===== src/rtl/point_loader.sv =====
// point_loader: input-side writer for the point LUT register file.
//   Collects scalar M, then x, then y as NUM_WORDS stream words each (MSB word first),
//   issues a one-cycle X/Y LUT write, and holds M for the scalar-multiplication controller.
// Ports:
//   clk, rst                   clock and asynchronous active-high reset
//   i_in_valid/i_in_data       input word stream; o_in_ready is registered
//   X_in_data/Y_in_data        assembled x/y to the LUT write ports, X_we/Y_we 1-cycle pulse
//   o_scalar/o_scalar_valid    assembled M, valid from COMMIT until i_ack
//   o_range_err                x>=p or y>=p (p = 2^255-19), meaningful with o_scalar_valid
//   i_ack                      controller finished with the point; re-arms the loader in HOLD
module point_loader #(
  parameter int WORD_W    = 64,
  parameter int NUM_WORDS = 4,
  parameter int FIELD_W   = 255
) (
  input  logic               clk,
  input  logic               rst,
  input  logic               i_in_valid,
  input  logic [WORD_W-1:0]  i_in_data,
  output logic               o_in_ready,
  output logic [FIELD_W-1:0] X_in_data,
  output logic [FIELD_W-1:0] Y_in_data,
  output logic               X_we,
  output logic               Y_we,
  output logic [FIELD_W-1:0] o_scalar,
  output logic               o_scalar_valid,
  output logic               o_range_err,
  input  logic               i_ack
);

  localparam int SH_W  = WORD_W * NUM_WORDS;
  localparam int CNT_W = (NUM_WORDS > 1) ? $clog2(NUM_WORDS) : 1;
  localparam logic [CNT_W-1:0] CNT_LAST = CNT_W'(NUM_WORDS - 1);

  typedef enum logic [2:0] {
    LOAD_M = 3'd0,
    LOAD_X = 3'd1,
    LOAD_Y = 3'd2,
    COMMIT = 3'd3,
    HOLD   = 3'd4
  } state_t;

  state_t             state_q, state_d;
  logic [CNT_W-1:0]   cnt_q, cnt_d;
  logic [SH_W-1:0]    sh_q, sh_d;
  logic [FIELD_W-1:0] m_q, m_d;
  logic [FIELD_W-1:0] x_q, x_d;
  logic               ready_q, ready_d;
  logic [FIELD_W-1:0] x_out_q, x_out_d;
  logic [FIELD_W-1:0] y_out_q, y_out_d;
  logic [FIELD_W-1:0] scalar_q, scalar_d;
  logic               we_q, we_d;
  logic               scalar_valid_q, scalar_valid_d;
  logic               range_err_q, range_err_d;

  logic               accept;
  logic               field_done;
  logic [SH_W-1:0]    sh_shift;
  logic [FIELD_W-1:0] field;
  logic               unused_msb;

  // Field >= 2^255-19: bits [254:5] all ones and the low five bits at or
  // above p's low five bits (0x0D).
  function automatic logic ge_p(input logic [FIELD_W-1:0] f);
    return (&f[FIELD_W-1:5]) && (f[4:0] >= 5'h0D);
  endfunction

  assign accept     = i_in_valid && ready_q;
  assign field_done = accept && (cnt_q == CNT_LAST);
  assign sh_shift   = {sh_q[SH_W-WORD_W-1:0], i_in_data};
  // The top assembled bit is dropped without flagging anything.
  assign field      = sh_shift[FIELD_W-1:0];
  assign unused_msb = sh_shift[SH_W-1];

  always_comb begin
    state_d        = state_q;
    cnt_d          = cnt_q;
    sh_d           = sh_q;
    m_d            = m_q;
    x_d            = x_q;
    ready_d        = ready_q;
    x_out_d        = x_out_q;
    y_out_d        = y_out_q;
    scalar_d       = scalar_q;
    we_d           = 1'b0;
    scalar_valid_d = scalar_valid_q;
    range_err_d    = range_err_q;

    if (accept) begin
      sh_d  = sh_shift;
      cnt_d = cnt_q + 1'b1;  // wraps to 0 on field completion
    end

    unique case (state_q)
      LOAD_M: begin
        ready_d = 1'b1;
        if (field_done) begin
          m_d     = field;
          state_d = LOAD_X;
        end
      end
      LOAD_X: begin
        ready_d = 1'b1;
        if (field_done) begin
          x_d     = field;
          state_d = LOAD_Y;
        end
      end
      LOAD_Y: begin
        ready_d = 1'b1;
        if (field_done) begin
          // Outputs are registered, so everything the COMMIT cycle shows is
          // loaded on the edge that accepts the last y word.
          ready_d        = 1'b0;
          state_d        = COMMIT;
          x_out_d        = x_q;
          y_out_d        = field;
          scalar_d       = m_q;
          we_d           = 1'b1;
          scalar_valid_d = 1'b1;
          range_err_d    = ge_p(x_q) || ge_p(field);
        end
      end
      COMMIT: begin
        // i_ack is deliberately not looked at here.
        ready_d = 1'b0;
        state_d = HOLD;
      end
      HOLD: begin
        ready_d = 1'b0;
        if (i_ack) begin
          state_d        = LOAD_M;
          cnt_d          = '0;
          scalar_valid_d = 1'b0;
          ready_d        = 1'b1;
        end
      end
      default: begin
        state_d = LOAD_M;
        cnt_d   = '0;
        ready_d = 1'b0;
      end
    endcase
  end

  always_ff @(posedge clk or posedge rst) begin
    if (rst) begin
      state_q        <= LOAD_M;
      cnt_q          <= '0;
      sh_q           <= '0;
      m_q            <= '0;
      x_q            <= '0;
      ready_q        <= 1'b0;
      x_out_q        <= '0;
      y_out_q        <= '0;
      scalar_q       <= '0;
      we_q           <= 1'b0;
      scalar_valid_q <= 1'b0;
      range_err_q    <= 1'b0;
    end else begin
      state_q        <= state_d;
      cnt_q          <= cnt_d;
      sh_q           <= sh_d;
      m_q            <= m_d;
      x_q            <= x_d;
      ready_q        <= ready_d;
      x_out_q        <= x_out_d;
      y_out_q        <= y_out_d;
      scalar_q       <= scalar_d;
      we_q           <= we_d;
      scalar_valid_q <= scalar_valid_d;
      range_err_q    <= range_err_d;
    end
  end

  assign o_in_ready     = ready_q;
  assign X_in_data      = x_out_q;
  assign Y_in_data      = y_out_q;
  assign X_we           = we_q;
  assign Y_we           = we_q;
  assign o_scalar       = scalar_q;
  assign o_scalar_valid = scalar_valid_q;
  assign o_range_err    = range_err_q;

endmodule


===== config.mk =====
export PLATFORM = sky130hd
export DESIGN_NAME = point_loader
export DESIGN_NICKNAME = d
export VERILOG_FILES = /design/src/rtl/point_loader.sv
export SDC_FILE = /design/constraint.sdc
export NUM_CORES = 2
export LEC_CHECK = 0
export ABC_AREA = 0
export BUFFER_PORTS_ARGS = -buffer_cell sky130_fd_sc_hd__buf_2
export CAP_MARGIN = 20
export CORE_MARGIN = 1.5
export CORE_UTILIZATION = 50
export DETAILED_ROUTE_END_ITERATION = 16
export GPL_ROUTABILITY_DRIVEN = 0
export PLACE_DENSITY = 0.7
export SLEW_MARGIN = 20
export SYNTH_ARGS = -nofsm -noshare
export SYNTH_HDL_FRONTEND = slang
export SYNTH_SLANG_ARGS = --single-unit

===== constraint.sdc =====
create_clock -name clk -period 68.5 [get_ports clk]
set_input_delay 13.7 -clock clk [delete_from_list [all_inputs] [get_ports clk]]
set_output_delay 13.7 -clock clk [all_outputs]
set_load 0.02 [all_outputs]

==> results_dict.tcl <==
set metrics [dict create \
    clock_skew_ps 34.63 \
    drv_cap 0 \
    synth_edf_count 0 \
    relSlewSlack 0.1669 \
    initial_core_util 0.5061 \
    clk_latency_ps 770 \
    crit_top_cell "buf_4" \
    startpoint "rst" \
    cts_buffers 151 \
    finalCritPeriodShare 0.2496 \
    cts_max_level 4 \
    area_growth_pct 18.02 \
    ctsHoldBuffers 0 \
    vias 39980 \
    seqPwrFrac 0.487 \
    tightest_slew_ps 1250 \
    synthTopCellsByArea "dfrtp_1, nand2_1, mux2_1" \
    grt.total_usage 0.3185 \
    crit_cells 7 \
    fin_area_sq_mm 0.06638 \
    finalCriticalPeriod_ps 17100 \
    crit_required_ps 69260 \
    crit_path_end "m_q[120]$_DFFE_PP0P_" \
    ys.flop_type "dfrtp_1" \
    cpPeakStageDelay_ps 890 \
    drc_errors 0 \
    avgSynthCellArea_sq_um 11.42 \
    crit_fanout 118 \
    ys_seq_area_frac 0.6562 \
    reg2reg_slack_ps 64100 \
    clockRootBuffer "clkbuf_16" \
    grt_remaining_overflow 0 \
    netlist_instances 4926 \
    end_kind "async pin" \
    reg2reg_to "X_in_data[80]$_DFFE_PP0P_" \
    synth_top_area_share 0.6562 \
    ys_types 33 \
    synth_nets 4995 \
    die_w_um 338.4 \
    cp_slowest_cell "buf_4" \
    cts_tree "yes" \
    drt_wl_total_um 183400 \
    io_buffers 837 \
    fmax_mhz 58.49 \
    grt_pass1_vias 39960 \
    post_cts_resized 0 \
    worstReg2RegStart "cnt_q[0]$_DFF_PP0_" \
    setup_slack_ps 51400 \
    fp.dieH_um 338.4 \
    post_cts_buffers 0 \
    ys_warn_count 0 \
    coreArea_sq_mm 0.1111 \
    dp_hpwl_um 125700 \
    grt_max_degree 211 \
    rsz0062_at_grt "no" \
    grt_pass1_wl_um 269400 \
    wire_per_inst_um 25.03 \
    start_kind "input port" \
    cts.sinks 1475 \
    postRouteAntennaNets 0 \
    drive_above_1_share 0.2474 \
    antenna_found_initial 11 \
    clk_pin_slew_ps 60 \
    arrival_ps 17850 \
    die-area_sq_mm 0.1145 \
    async_reset_ff_frac 1.000 \
    fin_nets 5781 \
    swShare 0.3754 \
    p_int_mw 2.034 \
    clock_path_buffers 3 \
    clkPwrFrac 0.261 \
    maxSlewViolCount 0 \
    place_area_sq_mm 0.06114 \
    ff2ff_path_depth 9 \
    ir_drop_mv 0.02665 \
    num_rows 122 \
    critPathKind "in -> async" \
    cellPowerDensity_mw_per_mm2 49.06 \
    drt_iter0_drc 3024 \
    via_per_inst 5.457 \
    post-synth-top-area-cell "dfrtp_1" \
    ys_ff_latch 1475 \
    io_pins 838 \
    pre_cts_ws_ps 50180 \
    crit_buf_inv 7 \
    min_path_type "reg -> reg" \
    status "completed" \
    syn-cell-area_sq_mm 0.05625 \
    cpLargestDelayFamily "buffers and inverters" \
    p_sw_mw 1.222 \
    firstDrtPassIters 5 \
    min_path_cells 2 \
    cp_cell_sequence "buf_2 > inv_8 > buf_4 > buf_4 > buf_4 > buf_16 > buf_4" \
    p_leak_nw 35.99 \
    hold_violations 0 \
    finalSetupTns_ps 0 \
    power_frac_comb 0.252 \
    setup_violations 0 \
]
[metal layers]
layer | routed length [um] | track usage | share of wire | vias to the layer above
li1 | - | - | - | 17530
met1 | 75990 | 0.4272 | 0.41 | 20720
met2 | 88100 | 0.5144 | 0.48 | 1422
met3 | 12470 | 0.06795 | 0.068 | 297
met4 | 6760 | 0.1133 | 0.037 | 6
met5 | 44 | 0 | 0.00024 | -
[cells in the final DEF (no fill, tap or decap), types with 3 or more instances in the layout]
cell / n
bufinv_16: 13
clkbuf_8: 32
clkbuf_1: 31
and4_1: 3
nand2_1: 2302
inv_16: 3
a21oi_1: 3
buf_6: 3
buf_2: 837
mux2_1: 391
buf_4: 38
clkbuf_16: 153
mux2_2: 310
nand2_4: 3
clkinv_8: 3
nor2_1: 8
clkinv_2: 25
clkinvlp_4: 3
diode_2: 6
inv_6: 6
clkinv_4: 3
nand4_1: 128
nor4_1: 30
dfrtp_1: 1475
[how the worst min path moves through the flow]
stage / startpoint / end / slack, ps
after floorplan: m_q[0]$_DFFE_PP0P_ / o_scalar[0]$_DFFE_PP0P_ / 430
after global placement: m_q[4]$_DFFE_PP0P_ / o_scalar[4]$_DFFE_PP0P_ / 440
after detailed placement: m_q[148]$_DFFE_PP0P_ / o_scalar[148]$_DFFE_PP0P_ / 450
after CTS: m_q[192]$_DFFE_PP0P_ / o_scalar[192]$_DFFE_PP0P_ / 460
after global routing: m_q[192]$_DFFE_PP0P_ / o_scalar[192]$_DFFE_PP0P_ / 480
final: m_q[192]$_DFFE_PP0P_ / o_scalar[192]$_DFFE_PP0P_ / 450
[worst reg2reg max path, stage by stage (launching register included)]
cell and delay [ps]:
dfrtp_1 380, ha_1 200, nand3_2 120, nor2_2 240, nand2_4 510, clkinv_8 820
buf_4 810, buf_4 980, nand2_1 210, nand2_1 100
[cell type report]
cell class | count | area (sq um)
antenna | 6 | 15.01
clock buffer | 216 | 4385
clock inverter | 57 | 769.5
fill | 9327 | 44750
inverter | 2 | 27.53
multi-input combinational | 3200 | 17810
sequential | 1475 | 36910
tap | 1488 | 1862
timing repair buffer | 882 | 4603
[Yosys cell counts (all sizes together) (2+ instances only)]
cell     count
nand2     2305
dfrtp     1475
mux2       701
buf        229
nand4      128
nor4        31
clkbuf      20
nor2         9
a21oi        3
and4         3
inv          2
nand3        2
nor2b        2
o2111ai      2
o211a        2
[cells by family after synthesis]
logic type,after synthesis,synth area share
adders and majority gates,1,0.0002224
xor gates and xnor gates,1,0.0001557
muxes,701,0.1403
buffers and inverters,251,0.02772
AOI/OAI and AO/OA,13,0.001735
DFF,1475,0.6562
and+or+nand+nor,2484,0.1736
[state kept, by name (all words and copies together), names as in the netlist]
name	flops
o_range_err	1
o_in_ready	1
Y_in_data	255
x_q	255
state_q	3
o_scalar	255
X_we	1
o_scalar_valid	1
sh_q	191
X_in_data	255
m_q	255
cnt_q	2
[through the flow]
step                      total power, mW  utilization  instances  hold slack, ps
after global placement              2.378       0.5501       7045           439.5
after detailed placement            2.411       0.5502       7045           448.0
after global routing                3.402       0.5972       7321           478.7
after floorplan                     1.966            -       4926           433.1
after CTS                           3.268       0.5965       7318           457.8
final                               3.257       0.5973       7326           452.0
[power by group through the flow]
stage               logic (mW)  clock network [mW]  registers [mW]
floorplan                0.359                   0            1.61
global placement         0.798                   0            1.58
detailed placement       0.823                   0            1.59
CTS                      0.827               0.861            1.58
global route             0.887               0.896            1.62
finish                   0.820               0.851            1.59
No activity file was read; power rests on OpenSTA's default activity.
